`config.mk`:
```
export PLATFORM = sky130hd
export DESIGN_NAME = keypad_scan_debounce
export DESIGN_NICKNAME = d
export VERILOG_FILES = /design/src/rtl/keypad_scan_debounce.sv
export SDC_FILE = /design/constraint.sdc
export NUM_CORES = 1
export LEC_CHECK = 0
export CAP_MARGIN = 20
export CELL_PAD_IN_SITES_DETAIL_PLACEMENT = 2
export CELL_PAD_IN_SITES_GLOBAL_PLACEMENT = 2
export CORE_ASPECT_RATIO = 1.5
export CORE_MARGIN = 2
export CORE_UTILIZATION = 30
export CTS_BUF_LIST = sky130_fd_sc_hd__clkbuf_2 sky130_fd_sc_hd__clkbuf_4 sky130_fd_sc_hd__clkbuf_8
export CTS_CLUSTER_DIAMETER = 30
export DETAILED_ROUTE_END_ITERATION = 8
export GPL_TIMING_DRIVEN = 0
export PLACE_DENSITY_LB_ADDON = 0.12
export RECOVER_POWER = 50
export SYNTH_ARGS = -nofsm -noshare
export SYNTH_HDL_FRONTEND = slang
export SYNTH_SLANG_ARGS = --single-unit
```
`constraint.sdc`:
```
create_clock -name clk -period 7.1 [get_ports clk]
set_input_delay 1.42 -clock clk [delete_from_list [all_inputs] [get_ports clk]]
set_output_delay 1.42 -clock clk [all_outputs]
set_load 0.02 [all_outputs]
```
`src/rtl/keypad_scan_debounce.sv`:
```
// Keypad matrix scanner: scan-rate divider, row synchroniser, press/release debounce and key-event FIFO.
// Optional macro KEYPAD_AUTOREPEAT_EN adds timed auto-repeat pushes while a key stays held.
module keypad_scan_debounce #(
  parameter int ROWS          = 4,
  parameter int COLS          = 4,
  parameter int SCAN_DIV      = 10000,
  parameter int DEBOUNCE      = 4,
  parameter int FIFO_DEPTH    = 4,
  parameter int REPEAT_DELAY  = 32,
  parameter int REPEAT_PERIOD = 8,
  localparam int CW           = $clog2(ROWS * COLS)
) (
  input  logic            clk,
  input  logic            reset,
  input  logic [ROWS-1:0] rowPins,
  output logic [COLS-1:0] colPins,
  output logic            key_valid,
  output logic [CW-1:0]   key_code,
  input  logic            key_ready,
  output logic            overflow
);

  localparam int RW  = (ROWS > 1) ? $clog2(ROWS) : 1;
  localparam int CLW = $clog2(COLS);
  localparam int DW  = $clog2(SCAN_DIV);
  localparam int NW  = $clog2(DEBOUNCE + 2);
  localparam int PW  = $clog2(FIFO_DEPTH);
  localparam int QW  = $clog2(FIFO_DEPTH + 1);

  typedef enum logic [1:0] {
    ST_SCAN     = 2'd0,
    ST_DEBOUNCE = 2'd1,
    ST_HELD     = 2'd2,
    ST_RELEASE  = 2'd3
  } state_e;

  function automatic logic [CW-1:0] make_code(input logic [RW-1:0] r, input logic [CLW-1:0] c);
    return CW'(r) * CW'(COLS) + CW'(c);
  endfunction

  logic [ROWS-1:0] sync1_q, rs_q;
  logic [DW-1:0]   div_q;
  logic            tick_s;
  state_e          state_q;
  logic [CLW-1:0]  col_q, col_nxt_s;
  logic [RW-1:0]   row_q, low_idx_s;
  logic [NW-1:0]   cnt_q, cnt_inc_s;
  logic            any_low_s, row_low_s;
  logic            push_s;
  logic [CW-1:0]   push_code_s;
  logic [COLS-1:0] colpins_q;

  logic [CW-1:0]   mem_q [FIFO_DEPTH];
  logic [PW-1:0]   wr_q, rd_q, rd_d;
  logic [QW-1:0]   count_q, count_d, after_pop_s;
  logic            pop_s, full_s, wr_en_s;
  logic            valid_q, valid_d, ovf_q, ovf_d;
  logic [CW-1:0]   code_q, code_d;

  // Two-flop synchroniser; idle rows read high so reset to ones.
  always_ff @(posedge clk or negedge reset) begin
    if (!reset) begin
      sync1_q <= '1;
      rs_q    <= '1;
    end else begin
      sync1_q <= rowPins;
      rs_q    <= sync1_q;
    end
  end

  assign tick_s = (div_q == DW'(SCAN_DIV - 1));

  // Scan-rate divider.
  always_ff @(posedge clk or negedge reset) begin
    if (!reset) begin
      div_q <= '0;
    end else begin
      div_q <= tick_s ? '0 : div_q + DW'(1);
    end
  end

  // Lowest-index low row of the synchronised sample.
  always_comb begin
    low_idx_s = '0;
    for (int i = ROWS - 1; i >= 0; i--) begin
      low_idx_s = !rs_q[i] ? RW'(i) : low_idx_s;
    end
  end

  assign any_low_s = ~&rs_q;
  assign row_low_s = !rs_q[row_q];
  assign cnt_inc_s = cnt_q + NW'(1);
  assign col_nxt_s = (col_q == CLW'(COLS - 1)) ? '0 : col_q + CLW'(1);

`ifdef KEYPAD_AUTOREPEAT_EN
  localparam int HW = $clog2(REPEAT_DELAY + REPEAT_PERIOD + 1);
  logic [HW-1:0] hold_q, hold_inc_s;
  assign hold_inc_s = hold_q + HW'(1);

  // Hold timer: restarts on any tick outside a steady hold, folds back after each periodic repeat.
  always_ff @(posedge clk or negedge reset) begin
    if (!reset) begin
      hold_q <= '0;
    end else if (tick_s) begin
      if ((state_q == ST_HELD) && row_low_s) begin
        hold_q <= (hold_inc_s == HW'(REPEAT_DELAY + REPEAT_PERIOD)) ? HW'(REPEAT_DELAY) : hold_inc_s;
      end else begin
        hold_q <= '0;
      end
    end else begin
      hold_q <= hold_q;
    end
  end
`endif

  // Push decision for this tick; it lands in the FIFO on the same edge the FSM moves.
  always_comb begin
    push_s      = 1'b0;
    push_code_s = make_code(row_q, col_q);
    if (tick_s) begin
      case (state_q)
        ST_SCAN: begin
          if (any_low_s && (DEBOUNCE == 1)) begin
            push_s      = 1'b1;
            push_code_s = make_code(low_idx_s, col_q);
          end else begin
            push_s = 1'b0;
          end
        end
        ST_DEBOUNCE: push_s = row_low_s && (cnt_inc_s >= NW'(DEBOUNCE));
`ifdef KEYPAD_AUTOREPEAT_EN
        ST_HELD: push_s = row_low_s && ((hold_inc_s == HW'(REPEAT_DELAY)) ||
                                        (hold_inc_s == HW'(REPEAT_DELAY + REPEAT_PERIOD)));
`endif
        default: push_s = 1'b0;
      endcase
    end else begin
      push_s = 1'b0;
    end
  end

  // Scan/debounce FSM; acts only on tick cycles.
  always_ff @(posedge clk or negedge reset) begin
    if (!reset) begin
      state_q   <= ST_SCAN;
      col_q     <= '0;
      row_q     <= '0;
      cnt_q     <= '0;
      colpins_q <= ~COLS'(1);
    end else begin
      colpins_q <= ~(COLS'(1) << col_q);
      if (tick_s) begin
        case (state_q)
          ST_SCAN: begin
            if (any_low_s) begin
              row_q   <= low_idx_s;
              cnt_q   <= NW'(1);
              state_q <= (DEBOUNCE == 1) ? ST_HELD : ST_DEBOUNCE;
            end else begin
              col_q <= col_nxt_s;
            end
          end
          ST_DEBOUNCE: begin
            if (row_low_s) begin
              cnt_q <= cnt_inc_s;
              if (cnt_inc_s >= NW'(DEBOUNCE)) begin
                state_q <= ST_HELD;
              end
            end else begin
              cnt_q   <= '0;
              col_q   <= col_nxt_s;
              state_q <= ST_SCAN;
            end
          end
          ST_HELD: begin
            if (!row_low_s) begin
              cnt_q   <= NW'(1);
              state_q <= ST_RELEASE;
            end
          end
          ST_RELEASE: begin
            if (!row_low_s) begin
              if (cnt_inc_s >= NW'(DEBOUNCE)) begin
                cnt_q   <= '0;
                col_q   <= col_nxt_s;
                state_q <= ST_SCAN;
              end else begin
                cnt_q <= cnt_inc_s;
              end
            end else begin
              state_q <= ST_HELD;
            end
          end
          default: state_q <= ST_SCAN;
        endcase
      end
    end
  end

  assign pop_s       = key_ready && (count_q != '0);
  assign full_s      = (count_q == QW'(FIFO_DEPTH));
  assign wr_en_s     = push_s && (!full_s || pop_s);
  assign after_pop_s = count_q - QW'(pop_s);

  // FIFO next state; the head register tracks the entry that will be at the read pointer.
  always_comb begin
    rd_d    = rd_q + PW'(pop_s);
    count_d = after_pop_s + QW'(wr_en_s);
    valid_d = (count_d != '0);
    ovf_d   = ovf_q || (push_s && full_s && !pop_s);
    if (wr_en_s && (after_pop_s == '0)) begin
      code_d = push_code_s;
    end else if (count_d != '0) begin
      code_d = mem_q[rd_d];
    end else begin
      code_d = code_q;
    end
  end

  // FIFO storage and registered outputs.
  always_ff @(posedge clk or negedge reset) begin
    if (!reset) begin
      for (int i = 0; i < FIFO_DEPTH; i++) begin
        mem_q[i] <= '0;
      end
      wr_q    <= '0;
      rd_q    <= '0;
      count_q <= '0;
      valid_q <= 1'b0;
      code_q  <= '0;
      ovf_q   <= 1'b0;
    end else begin
      if (wr_en_s) begin
        mem_q[wr_q] <= push_code_s;
        wr_q        <= wr_q + PW'(1);
      end
      rd_q    <= rd_d;
      count_q <= count_d;
      valid_q <= valid_d;
      code_q  <= code_d;
      ovf_q   <= ovf_d;
    end
  end

  assign colPins   = colpins_q;
  assign key_valid = valid_q;
  assign key_code  = code_q;
  assign overflow  = ovf_q;

endmodule

```
-- After elaboration in Yosys (flattened, before gate mapping)
Index checks and enable logic that the tools add are counted.
- bits in read-only memories: 0
- bits of input ports: 7
- bits in writable memories: 0
- memories kept: 0
- output and inout bits: 10
- word-level logic and storage cells: 109
- flip-flop bits (word level): 64
- bits in latches: 0
- equal/unequal tests: 14
- add/subtract/negate cells: 8
- order comparisons: 5
- shifts and indexed selects: 1
- divide/modulo/power cells: 0
- muxes and demuxes: 36
- reductions and logical operators: 23
- multipliers: 0
- bitwise gates (word level): 4
- operators with widths (cell ; count):
    2-bit two-way mux ; 15
    4-bit two-way mux ; 5
    16-bit bitwise mux ; 1
    3-bit two-way mux ; 5
    14-bit by 1-bit adder with 14-bit output (second input constant) ; 1
    14-bit == test (second input constant) ; 1
    14-bit two-way mux ; 1
    2-bit inequality test (second input constant) ; 6
    3-bit one-hot mux with 4 select lines ; 1
    3-bit greater-or-equal comparator (second input constant) ; 3
    3-bit nonzero test ; 3
    4-bit binary-select mux with 2-bit select ; 1
    4-bit demux with 2-bit select ; 1
    2-bit one-hot mux with 4 select lines ; 1
    4-bit AND reduction ; 2
    1-bit logical AND ; 7
    2-bit == test (second input constant) ; 3
    3-bit inequality test (second input constant) ; 2
    2-bit NOT with 3-bit output ; 2
    2-bit one-hot mux with 3 select lines ; 1
    6-bit AND reduction ; 1
    5-bit AND reduction ; 1
    2-bit by 1-bit adder with 2-bit output (second input constant) ; 2
    4-bit by 2-bit adder with 4-bit output ; 1
    other kinds (19) ; 24

-- Logic depth before layout (Yosys ltp)
Gate-level depths: netlist of run 1.
- depth in word-level cells: 11
- gate-level depth with buffers: 10
- depth with buffers taken out: 10

-- Worst setup path after synthesis of run 1
Ideal clock, no wire load.
- path kind: input port to flip-flop
- from: input key_ready
- to: register code_q[2], in the netlist key_code[2]
- setup time: 0.125 ns
- cell stages on the path: 8
- required time: 6.975 ns
- buffers on the path: 0
- arrival: 3.618 ns
- slack: 3.357 ns
- cells stage by stage: nor4b_2 > nor4_4 > ha_1 > ha_1 > nor3_1 > mux2i_1 > mux2_2 > mux2_2
- elaborated cells between the ends (all ways): 16
- those cells by class: add/sub: 3; mux: 5; bitwise: 1; reduce/logical: 7
- RTL lines (what ; RTL line ; source):
    start: declaration ; 19 ; input logic key_ready,
    1-bit logical AND ; 200 ; assign pop_s = key_ready && (count_q != '0);
    1-bit logical OR ; 202 ; assign wr_en_s = push_s && (!full_s || pop_s);
    1-bit logical AND ; 202 ;
    via wr_en_s ; 56 ; logic pop_s, full_s, wr_en_s;
    3-bit by 1-bit adder with 3-bit output ; 208 ; count_d = after_pop_s + QW'(wr_en_s);
    via count_d[1] ; 55 ; logic [QW-1:0] count_q, count_d, after_pop_s;
    3-bit nonzero test ; -- ;
    via valid_d ; 57 ; logic valid_q, valid_d, ovf_q, ovf_d;
    2-bit nonzero test (no line) ; -- ;
    end signal: assignment ; 240 ; code_q <= code_d;
    end: declaration ; 58 ; logic [CW-1:0] code_q, code_d;
The timed path passes the listed nets, and every way through them passes these cells. The select of a mux whose other input is x is not followed.
A chain may end at the register's enable or synchronous reset.

-- Worst setup path in the final report of run 1
Ends and elaborated chain as after synthesis.

==> summary.txt, run 1 <==
Clock network
  – Hold-fix buffers, CTS: 0
  – Clk slew on worst S/H paths: 70 ps
  – TritonCTS sink count: 64
  – CTS H-tree lvls: 3
  – Total setup buffers inserted after CTS: 0
  – Post_cts resized: 0
  – Clk root buf: clkbuf_8
  – CTS tree: done
  – Worst-Skew Late Latency: 340 ps
  – Longest Clk Path Bufs: 2
  – CTS Buf Count: 9

Yosys
  – Post-synthesis cell area: 2949 sq um
  – Asr flop ratio synth: 100.0%
  – Synth Net Count: 245
  – Mapped Cells: 223
  – Synthesized area per cell: 13.22 sq um
  – Distinct cells, synth: 44
  – Yosys top cell by area: dfrtp_1
  – Seq cells post-synth: 64
  – Synth Flop Type: dfrtp_1
  – Synth area leaders: dfrtp_1, dfstp_2, mux2_2
  – Top-area cell type share of the netlist area: 44.97%
  – Seq/Total Area, Yosys: 54.77%
  – Post-synth EDFFs: 0
  – Most frequent cell after synthesis: dfrtp_1
  – Yosys warns: 0
  – Top cells by count, synth: dfrtp_1, mux2_2, ha_1

Layout
  – Fin nets: 272
  – Ratio of cells with drive above 1 in the final layout: 23.92%
  – Post-Layout Cell Count: 370
  – # diodes: 0
  – Fill cell count: 1022
  – Layout area overhead: 17.73%

Placed design
  – Port bufs: 16
  – DP Cell Count: 354
  – Routability cong.: 0.7048
  – DP HPWL: 4588 um
  – Pre-CTS WS: 2361 ps

Critical path
  – Crit path cell chain: clkdlybuf4s50_1, nor4b_2, nor4_4, ha_1, ha_1, nor3_1, mux2i_1, mux2_2, mux2_2
  – Worst endpoint data arrival time: 4510 ps
  – CP Capture Type: flip-flop
  – CP top delay family: multiplexers
  – CP max stage delay: 750 ps
  – CP Data Required Time: 7330 ps
  – Max FO, Critical Path: 7
  – CP bufs+invs: 1
  – Worst setup SP type: input pin
  – Setup CP Type: in -> reg
  – CP max stage cell: nor4b_2

Drt
  – Post-detailed-route via-to-cell ratio: 4.943
  – DR pass1 iterations: 2
  – Number of routed nets with antenna violations: 0
  – WL/cell: 17.13 um
  – DRC viols: 0
  – Vias: 1829
  – WL final: 6339 um
  – Initial drt markers: 38

GRT
  – Number of global-route vias before repair: 2119
  – Grt total ovfl: 0
  – GRT Overall Usage: 13.33%
  – First-pass GRT wire length: 10840 um
  – Largest net degree at the start of global routing: 65
  – Antenna violations before repair: 0

Floorplanning
  – DIE AREA: 10660 sq um
  – Chip width: 84.96 um
  – Die Ht: 125.4 um
  – I/O Pins: 17
  – Initial Util: 30.61%
  – Core area: 9634 sq um
  – Row cnt: 44

Run
  – Max cap viols: 1

Timing
  – Worst Skew: 7.865 ps
  – Max Freq: 0.2336 GHz
  – Setup_tns: 0 ps
  – RSZ-0062 raised after global routing: false
  – Worst Setup Slack, final: 2820 ps
  – Final worst path period need: 4280 ps
  – Worst Tran Pin Value: 3451 ps
  – Final hold vios: 0
  – Final Slew Violations: 65
  – Worst slew margin: -130.1%
  – Setup violations, final: 0
  – Post-route clock period utilization: 60.29%

Power
  – PD cells: 253.7 nW/um^2
  – P_leak: 1.598 nW
  – Peak VDD IR: 0.1037 mV
  – Final Power: 880.9 uW

Min path
  – Worst Hold Class: reg -> reg

Run status
  – Run status: finished with violations
  – Failing checks: max-capacitance violations, max-slew violations
## layout make-up
type                            count  area, sq um  area share, %
Multi-Input combinational cell    141         1265          36.43
Clock buffer                       11        145.1          4.180
Clock inverter                      5        80.08          2.306
Inverter                           14        52.55          1.514
Sequential cell                    64         1615          46.52
Buffer                              4        16.27         0.4685
Tap cell                          115        143.9          4.144
Timing Repair Buffer               16        153.9          4.432
## sequential cells by signal (all words and copies together), names as in the netlist, named ones only
| signal | count |
|---|---|
| key_code | 4 |
| colPins | 4 |
| div_q | 14 |
| sync1_q | 4 |
| count_q | 3 |
| cnt_q | 3 |
| rs_q | 4 |
| state_q | 1 |
| row_q | 2 |
| wr_q | 2 |
| mem_q | 16 |
| col_q | 2 |
| rd_q | 2 |
| overflow | 1 |
| key_valid | 1 |
## worst paths after layout
check / startpoint / endpoint / slack, ps / cells past startpoint
min: sync1_q[2]$_DFF_PN1_ / rs_q[2]$_DFF_PN1_ / 360 / 0
max: key_ready / key_code[2]$_DFFE_PN0P_ / 2820 / 9
min in group asynchronous: reset / cnt_q[1]$_DFFE_PN0P_ / 2240 / 1
max in group asynchronous: reset / col_q[0]$_DFFE_PN0P_ / 2900 / 1
max reg2reg: row_q[0]$_DFFE_PN0P_ / key_code[2]$_DFFE_PN0P_ / 3610 / 9
min reg2reg: sync1_q[2]$_DFF_PN1_ / rs_q[2]$_DFF_PN1_ / 360 / 0
## logic make-up after synthesis
logic type | count (synthesis) | synth area share, %
buffers and inverters | 18 | 2.333
adder cells (fa/ha/maj) | 15 | 6.364
AO/OA/AOI/OAI | 17 | 4.201
XOR/XNOR | 17 | 5.049
multiplexers | 36 | 15.40
AND/OR/NAND/NOR | 56 | 11.88
flip-flops | 64 | 54.77
## cell usage in the layout, fill, tap and decap left out, types with 6 or more instances in the layout
| master | instances |
|---|---|
| inv_1 | 14 |
| clkbuf_8 | 10 |
| mux2i_1 | 6 |
| clkdlybuf4s50_1 | 11 |
| nor2_1 | 11 |
| nand4_1 | 10 |
| xor2_1 | 9 |
| ha_1 | 15 |
| xnor2_1 | 8 |
| dfstp_2 | 11 |
| mux2_2 | 24 |
| dfrtp_1 | 53 |
## report_power, final
group / leakage (nW) / internal, mW / switching (mW) / total [mW]
Combinational: 0.663 / 0.0550 / 0.0736 / 0.129
Clock: 0.109 / 0.211 / 0.144 / 0.355
Sequential: 0.826 / 0.386 / 0.0116 / 0.398
Total: 1.60 / 0.652 / 0.229 / 0.881
## per-layer routing
metal	part of all wire (%)	GRT usage (%)	wire length, um	vias up
met5	0	0	0	-
met4	1.8	5.882	114	0
met3	2.0	2.970	124	10
met2	57	23.90	3582	15
met1	40	14.79	2517	956
li1	-	-	-	848
## per-stage QoR
step           utilization [%]  cell area [sq um]  hold WS (ps)
2_1_floorplan                -               2949         345.2
3_3_place_gp             33.77               3253         346.0
3_5_place_dp             33.74               3251         347.0
4_1_cts                  36.08               3476         357.4
5_1_grt                  36.04               3472         360.8
6_report                 36.04               3472         355.8
Power figures use the tool's default switching activity.
==> run 2: changes to the inputs <==
==> constraint.sdc (replaced) <==
create_clock -name clk -period 3.8 [get_ports clk]
set_input_delay 0.76 -clock clk [delete_from_list [all_inputs] [get_ports clk]]
set_output_delay 0.76 -clock clk [all_outputs]
set_load 0.02 [all_outputs]
==> summary.txt, run 2 (synthesis results as in run 1) <==
Power
  – Switch Pwr: 434.0 uW
  – Clock power share: 40.1%
  – Peak VDD IR: 0.1937 mV
  – Final Power: 1.655 mW
  – Seq pwr share: 45.1%
  – Logic pwr share: 14.8%
  – Internal: 1.221 mW
  – P_leak: 1.606 nW
  – PD cells: 475.3 nW/um^2
  – Sw Ratio: 26.22%

Clock network
  – CTS tree: done
  – Clk root buf: clkbuf_8
  – TritonCTS sink count: 64
  – Total setup buffers inserted after CTS: 0
  – CTS Buf Count: 9
  – Longest Clk Path Bufs: 2
  – Worst-Skew Late Latency: 340 ps
  – Clk slew on worst S/H paths: 70 ps
  – CTS H-tree lvls: 3

Timing
  – Final hold vios: 0
  – WHS: 355.8 ps
  – Final Slew Violations: 65
  – Worst slew margin: -8.522%
  – Setup violations, final: 0
  – Setup_tns: 0 ps
  – Max Freq: 0.2869 GHz
  – Post-route clock period utilization: 91.74%
  – Final worst path period need: 3486 ps
  – RSZ-0062 raised after global routing: false
  – Worst Skew: 7.853 ps
  – Worst Tran Pin Value: 1628 ps

Layout
  – Max FFs per register: 16
  – Ratio of cells with drive above 1 in the final layout: 24.31%
  – Biggest regs: mem_q: 16 flops, div_q: 14 flops
  – Largest reg by FF count: mem_q
  – Commonest cells after routing, fill and taps aside: dfrtp_1, mux2_2, ha_1
  – # diodes: 0
  – Fill cell count: 1019
  – Layout area overhead: 18.07%
  – Commonest non-fill, non-tap cell in the layout: dfrtp_1
  – Fin nets: 272
  – Final Core Density: 36.14%

GRT
  – Antenna violations before repair: 0
  – First-pass GRT wire length: 10840 um
  – GRT Overall Usage: 13.33%
  – Largest net degree at the start of global routing: 65
  – Number of global-route vias before repair: 2119
  – Grt total ovfl: 0

Critical path
  – Setup CP Type: reg -> reg
  – CP Data Required Time: 4030 ps
  – Setup slack, reg-to-reg: 310 ps
  – Crit path cell chain: mux4_2, or2_4, nor4_4, ha_1, ha_1, nor3_1, mux2i_1, mux2_2, mux2_2
  – CP max stage cell: mux4_2
  – R2r worst-path depth: 9
  – Crit. Startpoint: row_q[0]$_DFFE_PN0P_
  – CP Capture Type: flip-flop
  – R2R Path End: key_code[2]$_DFFE_PN0P_
  – Max FO, Critical Path: 7
  – Worst r2r src: row_q[0]$_DFFE_PN0P_
  – Worst endpoint data arrival time: 3720 ps
  – Worst setup SP type: flip-flop
  – CP max stage delay: 630 ps

Drt
  – Number of routed nets with antenna violations: 0
  – Post-detailed-route via-to-cell ratio: 4.946
  – WL/cell: 17.14 um
  – Initial drt markers: 40
  – WL final: 6342 um
  – Vias: 1830
  – DRC viols: 0
  – DR pass1 iterations: 2

Floorplanning
  – Initial Util: 30.61%
  – Row cnt: 44
  – I/O Pins: 17
  – DIE AREA: 10660 sq um
  – Core area: 9634 sq um
  – Die Ht: 125.4 um
  – Chip width: 84.96 um

Run status
  – Run status: finished with violations
  – Failing checks: max-capacitance violations, max-slew violations

Placed design
  – Port bufs: 16
  – Routability cong.: 0.7048
  – DP HPWL: 4588 um

Min path
  – Hold Path Origin: sync1_q[2]$_DFF_PN1_
  – Worst Hold Class: reg -> reg
  – WHS Endpoint: rs_q[2]$_DFF_PN1_
  – Hold Crit Depth: 0

Run
  – Max cap viols: 1
## run 2: layer usage
metal	global-route usage [%]	share of wire (%)	up-vias	wire, um
met2	23.90	56	16	3565
li1	-	-	848	-
met3	2.970	2.0	11	126
met1	14.79	40	955	2522
met5	0	0	-	0
met4	5.882	2.0	0	129
## run 2: what timing repair did
item                       4_1_cts  5_1_grt
setup endpoints to repair        0        2
hold buffers                     0        0
gates resized for setup          0        1
hold endpoints to repair         0        0
## run 2: through the flow
stage | instances | area [sq um] | worst slack, ps
6_report | 370 | 3482 | 314.0
2_1_floorplan | 223 | 2949 | 709.4
4_1_cts | 370 | 3476 | 94.76
3_5_place_dp | 354 | 3251 | -279.2
5_1_grt | 370 | 3482 | 33.51
3_3_place_gp | 354 | 3253 | -371.1
## run 2: cell type report
type,count,area [sq um],area share [%]
clock inverters,5,80.08,2.300
multi-input cells,141,1274,36.58
plain buffers,4,16.27,0.4671
repair buffers,16,155.1,4.456
flip-flops and latches,64,1615,46.39
clock buffers,11,145.1,4.168
well taps,115,143.9,4.132
inverters,14,52.55,1.509
## run 2: power by group through the flow
stage	combinational [mW]	clock (mW)	sequential (mW)
6_report	0.244	0.664	0.747
5_1_grt	0.273	0.711	0.751
4_1_cts	0.254	0.687	0.744
3_5_place_dp	0.252	0	0.757
3_3_place_gp	0.245	0	0.755
2_1_floorplan	0.172	0	0.754
## run 2: worst max path at each step
stage                     slack (ps)  cells after the start                      end
after global placement          -370                      1     colPins[0]$_DFF_PN0_
final                            310                      9  key_code[2]$_DFFE_PN0P_
after detailed placement        -280                      9  key_code[2]$_DFFE_PN0P_
after floorplan                  710                      9  key_code[2]$_DFFE_PN0P_
after global routing              30                      9  key_code[2]$_DFFE_PN0P_
after CTS                         90                      9  key_code[2]$_DFFE_PN0P_
## run 2: worst max-delay path: cells and delay by family, from the launching register on
kind / cells / cell delay [ps]
muxes: 4 / 1730
adders and majority gates: 2 / 420
and+or+nand+nor: 3 / 720
DFF: 1 / 500
==> run 3: changes to the inputs <==
--- a/config.mk
+++ b/config.mk
@@ -8,7 +8,6 @@
 export CAP_MARGIN = 20
 export CELL_PAD_IN_SITES_DETAIL_PLACEMENT = 2
 export CELL_PAD_IN_SITES_GLOBAL_PLACEMENT = 2
-export CORE_ASPECT_RATIO = 1.5
 export CORE_MARGIN = 2
 export CORE_UTILIZATION = 30
 export CTS_BUF_LIST = sky130_fd_sc_hd__clkbuf_2 sky130_fd_sc_hd__clkbuf_4 sky130_fd_sc_hd__clkbuf_8
==> constraint.sdc (replaced) <==
create_clock -name clk -period 3.8 [get_ports clk]
set_input_delay 1.14 -clock clk [delete_from_list [all_inputs] [get_ports clk]]
set_output_delay 1.14 -clock clk [all_outputs]
set_load 0.02 [all_outputs]
==> summary.txt, run 3 (synthesis results as in run 1) <==
Run status
  – Run status: finished with violations
  – Failing checks: max-capacitance violations, max-slew violations

Floorplanning
  – I/O Pins: 17
  – Core area: 9639 sq um
  – Initial Util: 30.59%
  – Chip width: 103.1 um
  – DIE AREA: 10640 sq um
  – Die Ht: 103.1 um
  – Row cnt: 36

Min path
  – Worst Hold Class: reg -> reg
  – Hold Crit Depth: 0
  – Hold Path Origin: sync1_q[3]$_DFF_PN1_
  – WHS Endpoint: rs_q[3]$_DFF_PN1_

GRT
  – GRT Overall Usage: 13.30%
  – Largest net degree at the start of global routing: 65
  – Number of global-route vias before repair: 1933
  – Grt total ovfl: 0
  – Antenna violations before repair: 0
  – First-pass GRT wire length: 10290 um

Clock network
  – CTS H-tree lvls: 3
  – CTS Buf Count: 9
  – Clk slew on worst S/H paths: 70 ps
  – CTS tree: done
  – Clk root buf: clkbuf_8
  – Worst-Skew Late Latency: 340 ps
  – Hold-fix buffers, CTS: 0
  – TritonCTS sink count: 64
  – Longest Clk Path Bufs: 2

Layout
  – Fin nets: 275
  – Commonest non-fill, non-tap cell in the layout: dfrtp_1
  – Max FFs per register: 16
  – Layout area overhead: 19.39%
  – Design area: 3521 sq um
  – Biggest regs: mem_q: 16 flops, div_q: 14 flops
  – Commonest cells after routing, fill and taps aside: dfrtp_1, mux2_2, ha_1
  – Ratio of cells with drive above 1 in the final layout: 25.58%
  – # diodes: 0
  – Largest reg by FF count: mem_q

Critical path
  – Worst endpoint data arrival time: 3830 ps
  – R2r worst-path depth: 9
  – R2R Path End: key_code[2]$_DFFE_PN0P_
  – Setup CP Type: in -> reg
  – CP Data Required Time: 4030 ps
  – Max FO, Critical Path: 5
  – Worst r2r src: row_q[0]$_DFFE_PN0P_
  – Worst setup SP type: input pin
  – CP Capture Type: flip-flop
  – Setup slack, reg-to-reg: 390 ps

Timing
  – RSZ-0062 raised after global routing: false
  – Max Freq: 0.2781 GHz
  – Final hold vios: 0
  – Worst Skew: 6.007 ps
  – Final Slew Violations: 65
  – Setup_tns: 0 ps
  – Final worst path period need: 3595 ps
  – Worst slew margin: -6.968%
  – Setup violations, final: 0
  – Post-route clock period utilization: 94.61%
  – Worst Tran Pin Value: 1605 ps

Placed design
  – DP HPWL: 4282 um
  – Dpl cell area: 3273 sq um
  – Port bufs: 16
  – Routability cong.: 0.7041

Drt
  – Post-detailed-route via-to-cell ratio: 4.591
  – Met1 wire length: 3177 um
  – DR pass1 iterations: 3
  – WL final: 6144 um
  – DRC viols: 0
  – Number of routed nets with antenna violations: 0
  – Initial drt markers: 42
  – Top Layer Used: met4
  – Vias: 1795
  – Met3 WL: 136 um
  – WL/cell: 15.71 um
  – Metal2 WL: 2697 um

Power
  – PD cells: 469.2 nW/um^2
  – Final Power: 1.652 mW
  – Peak VDD IR: 0.1620 mV
  – P_leak: 1.624 nW

Run
  – Max cap viols: 1
-- run 3: area by class of cell --
| cell class | count | area, sq um |
|---|---|---|
| Buffer | 4 | 16.27 |
| Clock buffer | 10 | 131.4 |
| Clock inverter | 6 | 83.83 |
| Fill cell | 1028 | 6118 |
| Inverter | 14 | 52.55 |
| Multi-Input combinational cell | 141 | 1277 |
| Sequential cell | 64 | 1615 |
| Tap cell | 133 | 166.4 |
| Timing Repair Buffer | 19 | 177.7 |
-- run 3: worst max-delay path, cell delays in order --
cell and delay, ps:
clkdlybuf4s50_1 540, nor4b_4 60, buf_4 160, nor4_4 370, ha_1 210, ha_1 200, nor3_1 80, mux2i_2 410
mux2_2 390, mux2_2 260
-- run 3: worst max-delay path by stage --
stage | from | end | slack [ps] | depth (start not counted)
detailed placement | key_ready | key_code[2]$_DFFE_PN0P_ | -630 | 9
finish | key_ready | key_code[2]$_DFFE_PN0P_ | 200 | 10
floorplan | key_ready | key_code[2]$_DFFE_PN0P_ | 340 | 8
global placement | reset | key_code[1]$_DFFE_PN0P_ | -750 | 1
global route | key_ready | key_code[2]$_DFFE_PN0P_ | 50 | 10
CTS | key_ready | key_code[2]$_DFFE_PN0P_ | 100 | 9
-- run 3: metrics by stage --
stage	setup WS (ps)	util, %	hold WS [ps]	instances
detailed placement	-633.7	33.96	348.7	372
finish	204.7	36.53	358.9	391
CTS	102.8	36.32	359.3	388
global placement	-747.5	33.98	347.7	372
floorplan	337.4	-	345.2	223
global route	47.17	36.53	365.7	391
-- run 3: what timing repair did --
item / 4_1_cts / 5_1_grt
endpoints found under the setup margin: 4 / 2
buffers inserted: 0 / 3
gates resized for setup: 2 / 0
pin swaps: 0 / 1
hold endpoints to repair: 0 / 0
-- run 3: power by group --
part | internal [mW] | leakage, nW | switching, mW
sequential | 0.721 | 0.826 | 0.0274
clock | 0.374 | 0.113 | 0.272
combinational | 0.117 | 0.685 | 0.140
-- run 3: routing by layer --
metal / track usage (%) / vias to the layer above
met5: 0 / -
met4: 6.984 / 0
met3: 2.983 / 11
met2: 18.93 / 20
met1: 18.87 / 911
li1: - / 853
